--- src/rtl/qtcore_ctrl_pkg.sv ---
// Shared types and defaults for the qtcore run controller and its helpers.
package qtcore_ctrl_pkg;

  localparam int CHAIN_LEN_DEFAULT = 160;
  localparam int BIT_CNT_W         = 12;

  typedef enum logic [2:0] {
    ST_IDLE,
    ST_LOAD,
    ST_RUN,
    ST_UNLOAD,
    ST_FIN
  } ctrl_state_e;

endpackage

--- src/rtl/qtcore_bit_counter.sv ---
// Generic clear/increment counter; at_last flags the value one short of LIMIT,
// so (inc && at_last) is the step that brings the count to LIMIT.
module qtcore_bit_counter #(
  parameter int WIDTH = 12,
  parameter int LIMIT = 160
) (
  input  logic clk,
  input  logic rst,
  input  logic clr,
  input  logic inc,
  output logic at_last
);

  localparam logic [WIDTH-1:0] LAST_CNT = WIDTH'(LIMIT - 1);

  logic [WIDTH-1:0] count;

  always_ff @(posedge clk or posedge rst) begin
    if (rst) begin
      count <= '0;
    end else if (clr) begin
      count <= '0;
    end else if (inc) begin
      count <= count + WIDTH'(1);
    end
  end

  assign at_last = (count == LAST_CNT);

endmodule

--- src/rtl/qtcore_run_controller.sv ---
// Load/run/readback sequencer for a qtcore scan chain.
// Readback (UNLOAD state) is built only when QTCORE_READBACK_EN is defined.
//
// state  | meaning
// IDLE   | waiting for start
// LOAD   | shifting load stream into the scan chain
// RUN    | qtcore executing, watchdog counting
// UNLOAD | shifting the chain out to the readback sink
// FIN    | one-cycle done pulse
module qtcore_run_controller
  import qtcore_ctrl_pkg::*;
#(
  parameter int          CHAIN_LEN  = CHAIN_LEN_DEFAULT,
  parameter logic [15:0] MAX_CYCLES = 16'd65535
) (
  input  logic        clk,
  input  logic        rst,
  input  logic        start,
  input  logic        abort,
  input  logic        load_valid,
  input  logic        load_bit,
  output logic        load_ready,
  input  logic        unload_ready,
  output logic        unload_valid,
  output logic        unload_bit,
  input  logic        halt_in,
  input  logic        scan_out_in,
  output logic        scan_enable,
  output logic        scan_in,
  output logic        proc_en,
  output logic        busy,
  output logic        done,
  output logic        halted,
  output logic        timeout,
  output logic [15:0] cycle_count
);

  ctrl_state_e state, state_nxt;

  logic cnt_clr, cnt_inc, cnt_at_last;
  logic clr_status, set_halt, set_tmo, cyc_inc;

  qtcore_bit_counter #(
    .WIDTH (BIT_CNT_W),
    .LIMIT (CHAIN_LEN)
  ) u_bit_cnt (
    .clk     (clk),
    .rst     (rst),
    .clr     (cnt_clr),
    .inc     (cnt_inc),
    .at_last (cnt_at_last)
  );

  always_ff @(posedge clk or posedge rst) begin
    if (rst) begin
      state <= ST_IDLE;
    end else begin
      state <= state_nxt;
    end
  end

  always_comb begin
    state_nxt    = state;
    load_ready   = 1'b0;
    unload_valid = 1'b0;
    unload_bit   = 1'b0;
    scan_enable  = 1'b0;
    scan_in      = 1'b0;
    proc_en      = 1'b0;
    done         = 1'b0;
    cnt_clr      = 1'b0;
    cnt_inc      = 1'b0;
    clr_status   = 1'b0;
    set_halt     = 1'b0;
    set_tmo      = 1'b0;
    cyc_inc      = 1'b0;

    case (state)
      ST_IDLE: begin
        if (start && !abort) begin
          state_nxt  = ST_LOAD;
          cnt_clr    = 1'b1;
          clr_status = 1'b1;
        end
      end

      ST_LOAD: begin
        load_ready  = 1'b1;
        scan_enable = load_valid;
        scan_in     = load_valid & load_bit;
        if (abort) begin
          state_nxt = ST_IDLE;
        end else if (load_valid) begin
          cnt_inc = 1'b1;
          if (cnt_at_last) state_nxt = ST_RUN;
        end
      end

      ST_RUN: begin
        proc_en = 1'b1;
        if (abort) begin
          state_nxt = ST_IDLE;
        end else if (halt_in || (cycle_count == MAX_CYCLES)) begin
          // halt takes priority over the watchdog on the same cycle
          set_halt = halt_in;
          set_tmo  = !halt_in;
`ifdef QTCORE_READBACK_EN
          state_nxt = ST_UNLOAD;
          cnt_clr   = 1'b1;
`else
          state_nxt = ST_FIN;
`endif
        end else begin
          cyc_inc = 1'b1;
        end
      end

`ifdef QTCORE_READBACK_EN
      ST_UNLOAD: begin
        unload_valid = 1'b1;
        unload_bit   = scan_out_in;
        scan_enable  = unload_ready;
        if (abort) begin
          state_nxt = ST_IDLE;
        end else if (unload_ready) begin
          cnt_inc = 1'b1;
          if (cnt_at_last) state_nxt = ST_FIN;
        end
      end
`endif

      ST_FIN: begin
        done      = 1'b1;
        state_nxt = ST_IDLE;
      end

      default: state_nxt = ST_IDLE;
    endcase
  end

`ifndef QTCORE_READBACK_EN
  logic unused_rb;
  assign unused_rb = unload_ready ^ scan_out_in;
`endif

  always_ff @(posedge clk or posedge rst) begin
    if (rst) begin
      halted      <= 1'b0;
      timeout     <= 1'b0;
      cycle_count <= 16'd0;
    end else if (clr_status) begin
      halted      <= 1'b0;
      timeout     <= 1'b0;
      cycle_count <= 16'd0;
    end else begin
      if (set_halt) halted <= 1'b1;
      if (set_tmo) timeout <= 1'b1;
      if (cyc_inc && (cycle_count != 16'hFFFF)) cycle_count <= cycle_count + 16'd1;
    end
  end

  assign busy = (state != ST_IDLE);

endmodule

--- config.mk ---
export PLATFORM = sky130hd
export DESIGN_NAME = qtcore_run_controller
export DESIGN_NICKNAME = d
export VERILOG_FILES = /design/src/rtl/qtcore_ctrl_pkg.sv /design/src/rtl/qtcore_bit_counter.sv /design/src/rtl/qtcore_run_controller.sv
export SDC_FILE = /design/constraint.sdc
export NUM_CORES = 1
export LEC_CHECK = 0
export CORE_MARGIN = 5
export CORE_UTILIZATION = 56
export DETAILED_ROUTE_END_ITERATION = 8
export GPL_TIMING_DRIVEN = 0
export MAX_ROUTING_LAYER = met4
export PLACE_DENSITY_LB_ADDON = 0.3
export SYNTH_ARGS = -nofsm -noshare
export SYNTH_HDL_FRONTEND = slang
export SYNTH_HIERARCHICAL = 1
export SYNTH_SLANG_ARGS = --single-unit
--- constraint.sdc ---
create_clock -name clk -period 4.9 [get_ports clk]
set_clock_uncertainty 0.15 [all_clocks]
set_input_delay 0.735 -clock clk [delete_from_list [all_inputs] [get_ports clk]]
set_output_delay 0.735 -clock clk [all_outputs]
set_load 0.01 [all_outputs]
==> qor.yml, run 1 <==
clk_root_buffer_cell: "clkbuf_4"
fillers: 232
synth-edff-count: 0
finalWirelength_mm: 4.40
yosysTopAreaCellShare_pct: 44.6
hold_viol_final: 0
wl_per_cell_um: 15.9
reg2reg_to: "u_bit_cnt/count[11]"
dieArea_mm2: 0.00456
worstHoldEndpoint: "timeout"
via_per_inst: 6.19
cts_tree: "built"
grt_setup_unrepaired: "false"
overflow: 0
start_kind: "primary input"
drive_gt1_share_pct: 8.58
arrival_ns: 3.43
postCtsSetupRepairBufs: 0
period_share_pct: 68.5
worst_pin_slew_ns: 0.812
dr_total_vias: 1715
synth_top_area_cell: "dfrtp_1"
maxCapViolCount: 0
clk_latency_ns: 0.33
postRouteAntennaNets: 0
worst_hold_slack_ns: 0.353
routabilityCongestion: 0.881
netlist_instances: 194
power.density_mw_per_mm2: 235
numCtsBuffers: 5
seq_area_um2: 826
min_from: "timeout"
hold_class: "register to register"
crit_start: "abort"
finish.utilization_pct: 74.0
fmax_ghz: 0.298
yosysSeqAreaShare_pct: 44.6
path_clk_slew_ns: 0.11
slew_headroom_pct: 45.8
synth_area_leaders: "dfrtp_1 (45%), or4_1 (5.7%), a21oi_1 (5.4%)"
critPathCaptureType: "register"
cts_max_level: 2
ff2ff_path_depth: 7
yosysUniqueCellTypes: 43
p_leak_nw: 0.938
r2r-start: "state[2]"
final_nets: 243
synth_common_cells: "dfrtp_1 (33), a21oi_1 (20), nand2_1 (14), or4_1 (14), o31ai_1 (12)"
crit_type: "primary input to register"
rrSetupSlack_ns: 1.85
drc: 0
clockBufferDepth: 2
postCtsHoldBufs: 0
path_max_fanout: 15
crit_required_ns: 4.98
timing.final.crit_period_ns: 3.36
cts.sinks: 33
grt_max_degree: 22
dp_hpwl_mm: 3.25
antenna_found_initial: 0
status: "complete, no violations"
place_worst_setup_slack_ns: 1.25
start_util_pct: 59.7
syn-cell-area_mm2: 0.00185
die_w_um: 67.5
worst_slack_ns: 1.54
worstHoldPathCells: 1
synth-seq-cells: 33
ir_drop_mv: 0.182
n_antenna_cell: 0
ys.flop_type: "dfrtp_1"
synthArstFlopShare_pct: 100
initialDrtViolationCount: 199
dieHeight_um: 67.5
grt.total_usage_pct: 22.1
final_max_slew_viol_count: 0
grt_pass1_vias: 1667
ioPinCount: 35
yosysWarnings: 6
rows: 20
multi_input_area_um2: 945
grt_pass1_wl_mm: 7.42
port-buffer-count: 30
cts.repair.resized: 0
synth_most_common_cell: "dfrtp_1"
syn2layout_area_growth_pct: 24.0
avgSynthCellArea_um2: 9.55
fin_tns_setup_ns: 0
core_mm2: 0.00310
drt_pass1_iterations: 4
finalSetupViolCount: 0
## worst max-delay path, stage by stage
cell and delay (ns):
clkdlybuf4s50_1 0.50, nor2b_1 0.14, nand2_1 0.23, inv_1 0.23, buf_1 0.58, o211ai_2 0.27
nor4_1 0.39, mux2_1 0.35
## layout by cell type, fill, tap and decap left out, types with 5 or more instances in the layout
master,Yosys,final
or4_1,14,14
nor4_1,5,5
nand2_1,14,14
dfrtp_1,33,33
nor2_1,11,11
clkbuf_4,0,5
a21oi_1,20,20
clkdlybuf4s50_1,0,30
nand4_1,7,7
o31ai_1,12,12
inv_1,9,9
nand3_1,8,8
## where the power goes
part / internal, mW / total [mW] / switching (mW)
registers: 0.277 / 0.284 / 0.00685
logic: 0.0191 / 0.0436 / 0.0246
clock network: 0.122 / 0.212 / 0.0902
## sequential cells by signal, summed over array words and instances (netlist names)
register and flops:
u_bit_cnt/count 12, timeout 1, halted 1, cycle_count 16
state 3
## worst max-delay path by stage
| stage | end | slack (ns) | cells past startpoint |
|---|---|---|---|
| floorplan | cycle_count[13] | 2.19 | 5 |
| global placement | u_bit_cnt/count[11] | 1.30 | 8 |
| detailed placement | u_bit_cnt/count[11] | 1.25 | 8 |
| finish | u_bit_cnt/count[11] | 1.54 | 8 |
| CTS | u_bit_cnt/count[11] | 1.60 | 8 |
| global route | u_bit_cnt/count[11] | 1.34 | 8 |
## layout make-up
cell class,count,area share (%)
buffer,8,2.29
clock buffer,7,2.40
clock inverter,1,1.31
inverter,9,1.47
multi-input combinational,145,41.1
sequential,33,35.9
tap,44,2.40
timing repair buffer,30,13.1
## metrics by stage
stage	area, um^2	std cells	power [mW]
3_5_place_dp	2210	269	0.333
5_1_grt	2300	277	0.567
6_report	2300	277	0.539
2_1_floorplan	1860	195	0.314
3_3_place_gp	2210	269	0.331
4_1_cts	2300	277	0.544
## routing by layer
metal  wire [um]  vias to the layer above  track usage (%)
met5           0                        -                -
met4          72                        0             6.08
met3         254                       16             6.32
met2        2380                       63             39.1
met1        1690                      828             23.9
li1            -                      808                -
## cell families after synthesis
group           synth area share (%)
buf+inv                         4.66
simple gates                    29.7
other cells                    0.202
xor+xnor                        1.89
mux                             3.38
flops                           44.6
fa+ha+maj                       1.35
compound gates                  14.2
Note: power is estimated with default switching activity, not from simulation.
==> run 2, diff against run 1 <==
--- a/config.mk
+++ b/config.mk
@@ -6,7 +6,7 @@
 export NUM_CORES = 1
 export LEC_CHECK = 0
 export CORE_MARGIN = 5
-export CORE_UTILIZATION = 56
+export CORE_UTILIZATION = 52
 export DETAILED_ROUTE_END_ITERATION = 8
 export GPL_TIMING_DRIVEN = 0
 export MAX_ROUTING_LAYER = met4
==> constraint.sdc (replaced) <==
create_clock -name clk -period 3.2 [get_ports clk]
set_clock_uncertainty 0.15 [all_clocks]
set_input_delay 0.48 -clock clk [delete_from_list [all_inputs] [get_ports clk]]
set_output_delay 0.48 -clock clk [all_outputs]
set_load 0.01 [all_outputs]
==> run 2 against run 1 <==
Net effect:
- via count shrank 3.6%
- combinational power is 51% higher
- die area is 6.5% higher
- first-iteration DRC count down 30%
- cell count grew 0.72%
- largest cell class unchanged
==> qor.yml, run 2 (synthesized netlist as in run 1, its figures left out) <==
port-buffer-count: 30  # unchanged
dieHeight_um: 69.7  # +3.2%
drc: 0  # unchanged
seq_area_um2: 826  # unchanged
wl_per_cell_um: 14.9  # -6.2%
grt_setup_unrepaired: "false"
dieArea_mm2: 0.00486  # +6.5%
via_per_inst: 5.92  # -4.3%
largest_reg_flops: 16  # unchanged
routabilityCongestion: 0.859  # -2.5%
worst_slack_ns: 0.475  # -1.07 ns
r2r-start: "state[2]"
p_clk_share_pct: 31.0  # -8.3 points
period_share_pct: 85.2
n_antenna_cell: 0  # unchanged
antenna_found_initial: 0  # unchanged
crit_start: "abort"
start_kind: "primary input"
ioPinCount: 35  # unchanged
drt_pass1_iterations: 4  # unchanged
stdcell_count: 279  # +0.72%
clk_latency_ns: 0.33  # about the same
postCtsSetupRepairBufs: 0  # unchanged
cts_tree: "built"
clockBufferDepth: 2  # unchanged
cts_max_level: 2  # unchanged
crit_required_ns: 3.27  # -1.71 ns
fillers: 275  # +19%
worst_hold_slack_ns: 0.326  # -0.0277 ns
finalSetupViolCount: 0  # unchanged
cts.sinks: 33  # unchanged
grt_pass1_vias: 1560  # -6.4%
p_leak_nw: 0.922  # -1.7%
path_clk_slew_ns: 0.09  # -0.02 ns
p_int_mw: 0.541  # +29%
rows: 21  # +5.0%
fmax_ghz: 0.367
hold_viol_final: 0  # unchanged
dp_hpwl_mm: 3.02  # -7.1%
largest-register: "cycle_count"
syn2layout_area_growth_pct: 22.2
power.density_mw_per_mm2: 320  # +36%
core_mm2: 0.00339  # +9.2%
die_w_um: 69.7  # +3.2%
final_common_cell: "dfrtp_1"
pwr-share-comb_pct: 9.1  # +1.0 points
final_cell_mix: "dfrtp_1 (33), clkdlybuf4s50_1 (30), a21oi_1 (20), nand2_1 (14), or4_1 (14)"
place_worst_setup_slack_ns: -0.166  # -1.42 ns
finalWirelength_mm: 4.16  # -5.5%
start_util_pct: 54.7  # -5.0 points
hold_class: "primary input to async pin"
dr_total_vias: 1653  # -3.6%
critPathCaptureType: "register"
grt_pass1_wl_mm: 7.16  # -3.5%
arrival_ns: 2.79  # -0.64 ns
initialDrtViolationCount: 140  # -30%
slew_headroom_pct: 45.9  # +0.048 points
timing.final.crit_period_ns: 2.73
maxCapViolCount: 0  # unchanged
place_inst: 271  # +0.74%
grt_max_degree: 22  # unchanged
final_nets: 243  # unchanged
final_max_slew_viol_count: 0  # unchanged
status: "complete, no violations"
drive_gt1_share_pct: 8.15  # -0.43 points
fin_tns_setup_ns: 0  # unchanged
crit_type: "primary input to register"
overflow: 0  # unchanged
multi_input_area_um2: 945  # unchanged
swShare_pct: 25.4  # +2.8 points
numCtsBuffers: 5  # unchanged
ir_drop_mv: 0.231  # +27%
grt.total_usage_pct: 18.4  # -3.7 points
worst_pin_slew_ns: 0.811  # -0.000718 ns
p_switching_mw: 0.184  # +51%
largestRegisters: "cycle_count: 16 flops, u_bit_cnt/count: 12 flops, state: 3 flops"
seqPwrFrac_pct: 60.0  # +7.4 points
postCtsHoldBufs: 0  # unchanged
postRouteAntennaNets: 0  # unchanged
path_max_fanout: 15  # unchanged
clk_root_buffer_cell: "clkbuf_4"
## run 2: cell types whose count changed in the layout (fill, tap and decap cells not counted), sizes merged
cell | before | now
bufinv | 1 | 0
buf | 5 | 4
clkbuf | 10 | 12
## run 2: critical path, cell delays in order
cell             delay [ns]
clkdlybuf4s50_1        0.50
nor2b_1                0.15
nand2_1                0.20
inv_1                  0.23
clkbuf_2               0.35
o211ai_2               0.21
nor4_1                 0.31
mux2_1                 0.35
## run 2: cell type report
cell class / instances / area share, %
clock buffer: 8 / 2.15
sequential: 33 / 36.5
buffer: 8 / 2.38
tap: 46 / 2.54
timing repair buffer: 30 / 13.3
inverter: 9 / 1.49
multi-input combinational: 145 / 41.7
## run 2: power by group through the flow
stage	sequential [mW]	combinational, mW	clock, mW
after floorplan	0.440	0.0401	0
after global placement	0.442	0.0657	0
after detailed placement	0.443	0.0660	0
after CTS	0.434	0.0665	0.226
after global routing	0.436	0.0750	0.243
final	0.434	0.0658	0.224
## run 2: per-layer routing
metal / global-route usage, % / share of wire, % / vias to the layer above / routed length (um)
met2: 26.0 / 44 / 54 / 1810
met5: - / 0 / - / 0
met4: 6.38 / 1.3 / 0 / 52
li1: - / - / 815 / -
met3: 4.35 / 6.7 / 5 / 279
met1: 25.8 / 48 / 779 / 2010
## run 2: final timing paths
| kind | to | slack [ns] | cells after the start |
|---|---|---|---|
| max in group asynchronous | cycle_count[7] | 1.92 | 2 |
| setup / recovery | u_bit_cnt/count[11] | 0.47 | 8 |
| min in group clk | halted | 0.38 | 2 |
| setup reg to reg | u_bit_cnt/count[11] | 0.54 | 7 |
| hold / removal | u_bit_cnt/count[0] | 0.33 | 2 |
| hold reg to reg | halted | 0.38 | 2 |
## run 2: what timing repair did
| action | CTS | global route |
|---|---|---|
| endpoints found under the hold margin | 0 | 0 |
| setup endpoints to repair | 0 | 1 |
| resized for setup | 0 | 1 |
## run 2: stage by stage
stage | cell area, um^2 | power (mW) | utilization, %
floorplan | 1860 | 0.480 | -
global placement | 2210 | 0.507 | 65.3
detailed placement | 2210 | 0.509 | 65.3
CTS | 2260 | 0.727 | 66.8
global route | 2260 | 0.754 | 66.8
finish | 2260 | 0.725 | 66.8
==> run 3, diff against run 2 <==
--- a/config.mk
+++ b/config.mk
@@ -5,12 +5,12 @@
 export SDC_FILE = /design/constraint.sdc
 export NUM_CORES = 1
 export LEC_CHECK = 0
-export CORE_MARGIN = 5
+export CORE_MARGIN = 2
 export CORE_UTILIZATION = 52
 export DETAILED_ROUTE_END_ITERATION = 8
 export GPL_TIMING_DRIVEN = 0
 export MAX_ROUTING_LAYER = met4
-export PLACE_DENSITY_LB_ADDON = 0.3
+export PLACE_DENSITY = 0.8
 export SYNTH_ARGS = -nofsm -noshare
 export SYNTH_HDL_FRONTEND = slang
 export SYNTH_HIERARCHICAL = 1
==> run 3 against run 2 <==
Net effect:
- utilization rose by 0.18 points
- via count rose by 1.0%
- register-to-register slack barely moved
- total power rose by 1.8%
- fmax fell by 0.76%
- setup slack got worse by 0.021 ns
- cell area rose by 0.28%
- hold slack got worse by 0.0087 ns
- first-iteration DRC count did not move
- global-route usage rose by 5.8 points
- critical endpoint unchanged
- largest power group unchanged
==> qor.yml, run 3 (synthesized netlist as in run 1, its figures left out) <==
clk_latency_ns: 0.33  # about the same
use_met2_pct: 36.3  # +10 points
top_usage_layer: "met2"
final_common_cell: "dfrtp_1"
path_clk_slew_ns: 0.09  # about the same
finalWirelength_mm: 4.17  # +0.39%
grt_max_degree: 22  # unchanged
dp_hpwl_mm: 3.09  # +2.2%
final_cell_mix: "dfrtp_1 (33), clkdlybuf4s50_1 (30), a21oi_1 (20), nand2_1 (14), or4_1 (14)"
ioPinCount: 35  # unchanged
slew_headroom_pct: 46.8  # +0.90 points
grt_pass1_wl_mm: 7.42  # +3.8%
cts.repair.resized: 0  # unchanged
dieHeight_um: 63.7  # -8.6%
start_kind: "primary input"
finalSetupViolCount: 0  # unchanged
ff2ff_path_depth: 7  # unchanged
status: "complete, no violations"
cts_max_level: 2  # unchanged
clockBufferDepth: 2  # unchanged
overflow: 0  # unchanged
initialDrtViolationCount: 140  # unchanged
power.density_mw_per_mm2: 325  # +1.5%
crit_required_ns: 3.27  # about the same
grt.total_usage_pct: 24.2  # +5.8 points
place_inst: 271  # unchanged
n_antenna_cell: 0  # unchanged
grt_pass1_vias: 1616  # +3.6%
dieArea_mm2: 0.00406  # -16%
hold_viol_final: 0  # unchanged
via_per_inst: 6.01  # +1.4%
grt_setup_unrepaired: "false"
hold_class: "primary input to async pin"
postCtsSetupRepairBufs: 0  # unchanged
ir_drop_mv: 0.227  # -2.1%
arrival_ns: 2.82  # +0.03 ns
fin_area_mm2: 0.00227  # +0.28%
use_met3_pct: 5.89  # +1.5 points
numCtsBuffers: 5  # unchanged
largest-register: "cycle_count"
routabilityCongestion: 0.890  # +3.6%
rows: 21  # unchanged
r2r-start: "state[2]"
largest_reg_flops: 16  # unchanged
cts_tree: "built"
maxCapViolCount: 0  # unchanged
syn2layout_area_growth_pct: 22.6
grt_use_met1_pct: 32.3  # +6.5 points
core_mm2: 0.00339  # unchanged
p_leak_nw: 0.927  # +0.52%
postRouteAntennaNets: 0  # unchanged
timing.final.crit_period_ns: 2.75  # +0.0208 ns
period_share_pct: 85.8  # +0.65 points
worst_pin_slew_ns: 0.797  # -0.0135 ns
wl_per_cell_um: 15.0  # +0.75%
die_w_um: 63.7  # -8.6%
largestRegisters: "cycle_count: 16 flops, u_bit_cnt/count: 12 flops, state: 3 flops"
drive_gt1_share_pct: 8.62  # +0.47 points
critPathCaptureType: "register"
drt_pass1_iterations: 4  # unchanged
final_nets: 243  # unchanged
clk_root_buffer_cell: "clkbuf_4"
final_max_slew_viol_count: 0  # unchanged
drc: 0  # unchanged
antenna_found_initial: 0  # unchanged
stdcell_count: 278  # -0.36%
path_max_fanout: 15  # unchanged
crit_type: "primary input to register"
cts.sinks: 33  # unchanged
port-buffer-count: 30  # unchanged
detailed_place.area_mm2: 0.00221  # unchanged
finish.utilization_pct: 67.0  # +0.18 points
rrSetupSlack_ns: 0.53  # about the same
reg2reg_to: "u_bit_cnt/count[11]"
dr_total_vias: 1670  # +1.0%
postCtsHoldBufs: 0  # unchanged
start_util_pct: 54.7  # unchanged
fmax_ghz: 0.364  # -0.76%
==> run 3: how the worst max path moves through the flow <==
| stage | from | endpoint |
|---|---|---|
| 4_1_cts | abort | u_bit_cnt/count[11] |
| 6_report | abort | u_bit_cnt/count[11] |
| 5_1_grt | abort | u_bit_cnt/count[11] |
| 3_5_place_dp | abort | u_bit_cnt/count[11] |
| 2_1_floorplan | state[2] | u_bit_cnt/count[10] |
| 3_3_place_gp | abort | u_bit_cnt/count[11] |
==> run 3: through the flow <==
stage | setup slack, ns | hold WS [ns] | TNS [ns] | total power, mW
2_1_floorplan | 0.702 | 0.195 | 0 | 0.480
3_3_place_gp | -0.101 | 0.324 | -0.101 | 0.506
3_5_place_dp | -0.191 | 0.339 | -0.345 | 0.509
4_1_cts | 0.179 | 0.333 | 0 | 0.745
5_1_grt | 0.224 | 0.359 | 0 | 0.769
6_report | 0.454 | 0.317 | 0 | 0.737
==> run 3: final cells by class <==
class	instances	area, um^2
Tap cell	46	57.6
Inverter	9	33.8
Multi-Input combinational cell	145	945
Timing Repair Buffer	30	300
Clock buffer	7	55.1
Buffer	8	53.8
Sequential cell	33	826
Fill cell	270	1120
==> run 3: power breakdown <==
group | leakage [nW] | internal [mW] | total [mW] | switching [mW]
Sequential | 0.459 | 0.424 | 0.434 | 0.00999
Combinational | 0.437 | 0.0292 | 0.0662 | 0.0370
Clock | 0.0314 | 0.104 | 0.237 | 0.134
==> run 3: routing by layer <==
| layer | wire length (um) | share of wire (%) |
|---|---|---|
| met5 | 0 | 0 |
| met4 | 55 | 1.3 |
| met3 | 263 | 6.3 |
| met2 | 1910 | 46 |
| met1 | 1940 | 46 |
==> run 3: critical path: stages <==
cell and delay (ns):
clkdlybuf4s50_1 0.49, nor2b_1 0.15, nand2_1 0.20, inv_1 0.22, clkbuf_2 0.35, o211ai_2 0.20
nor4_1 0.35, mux2_1 0.37
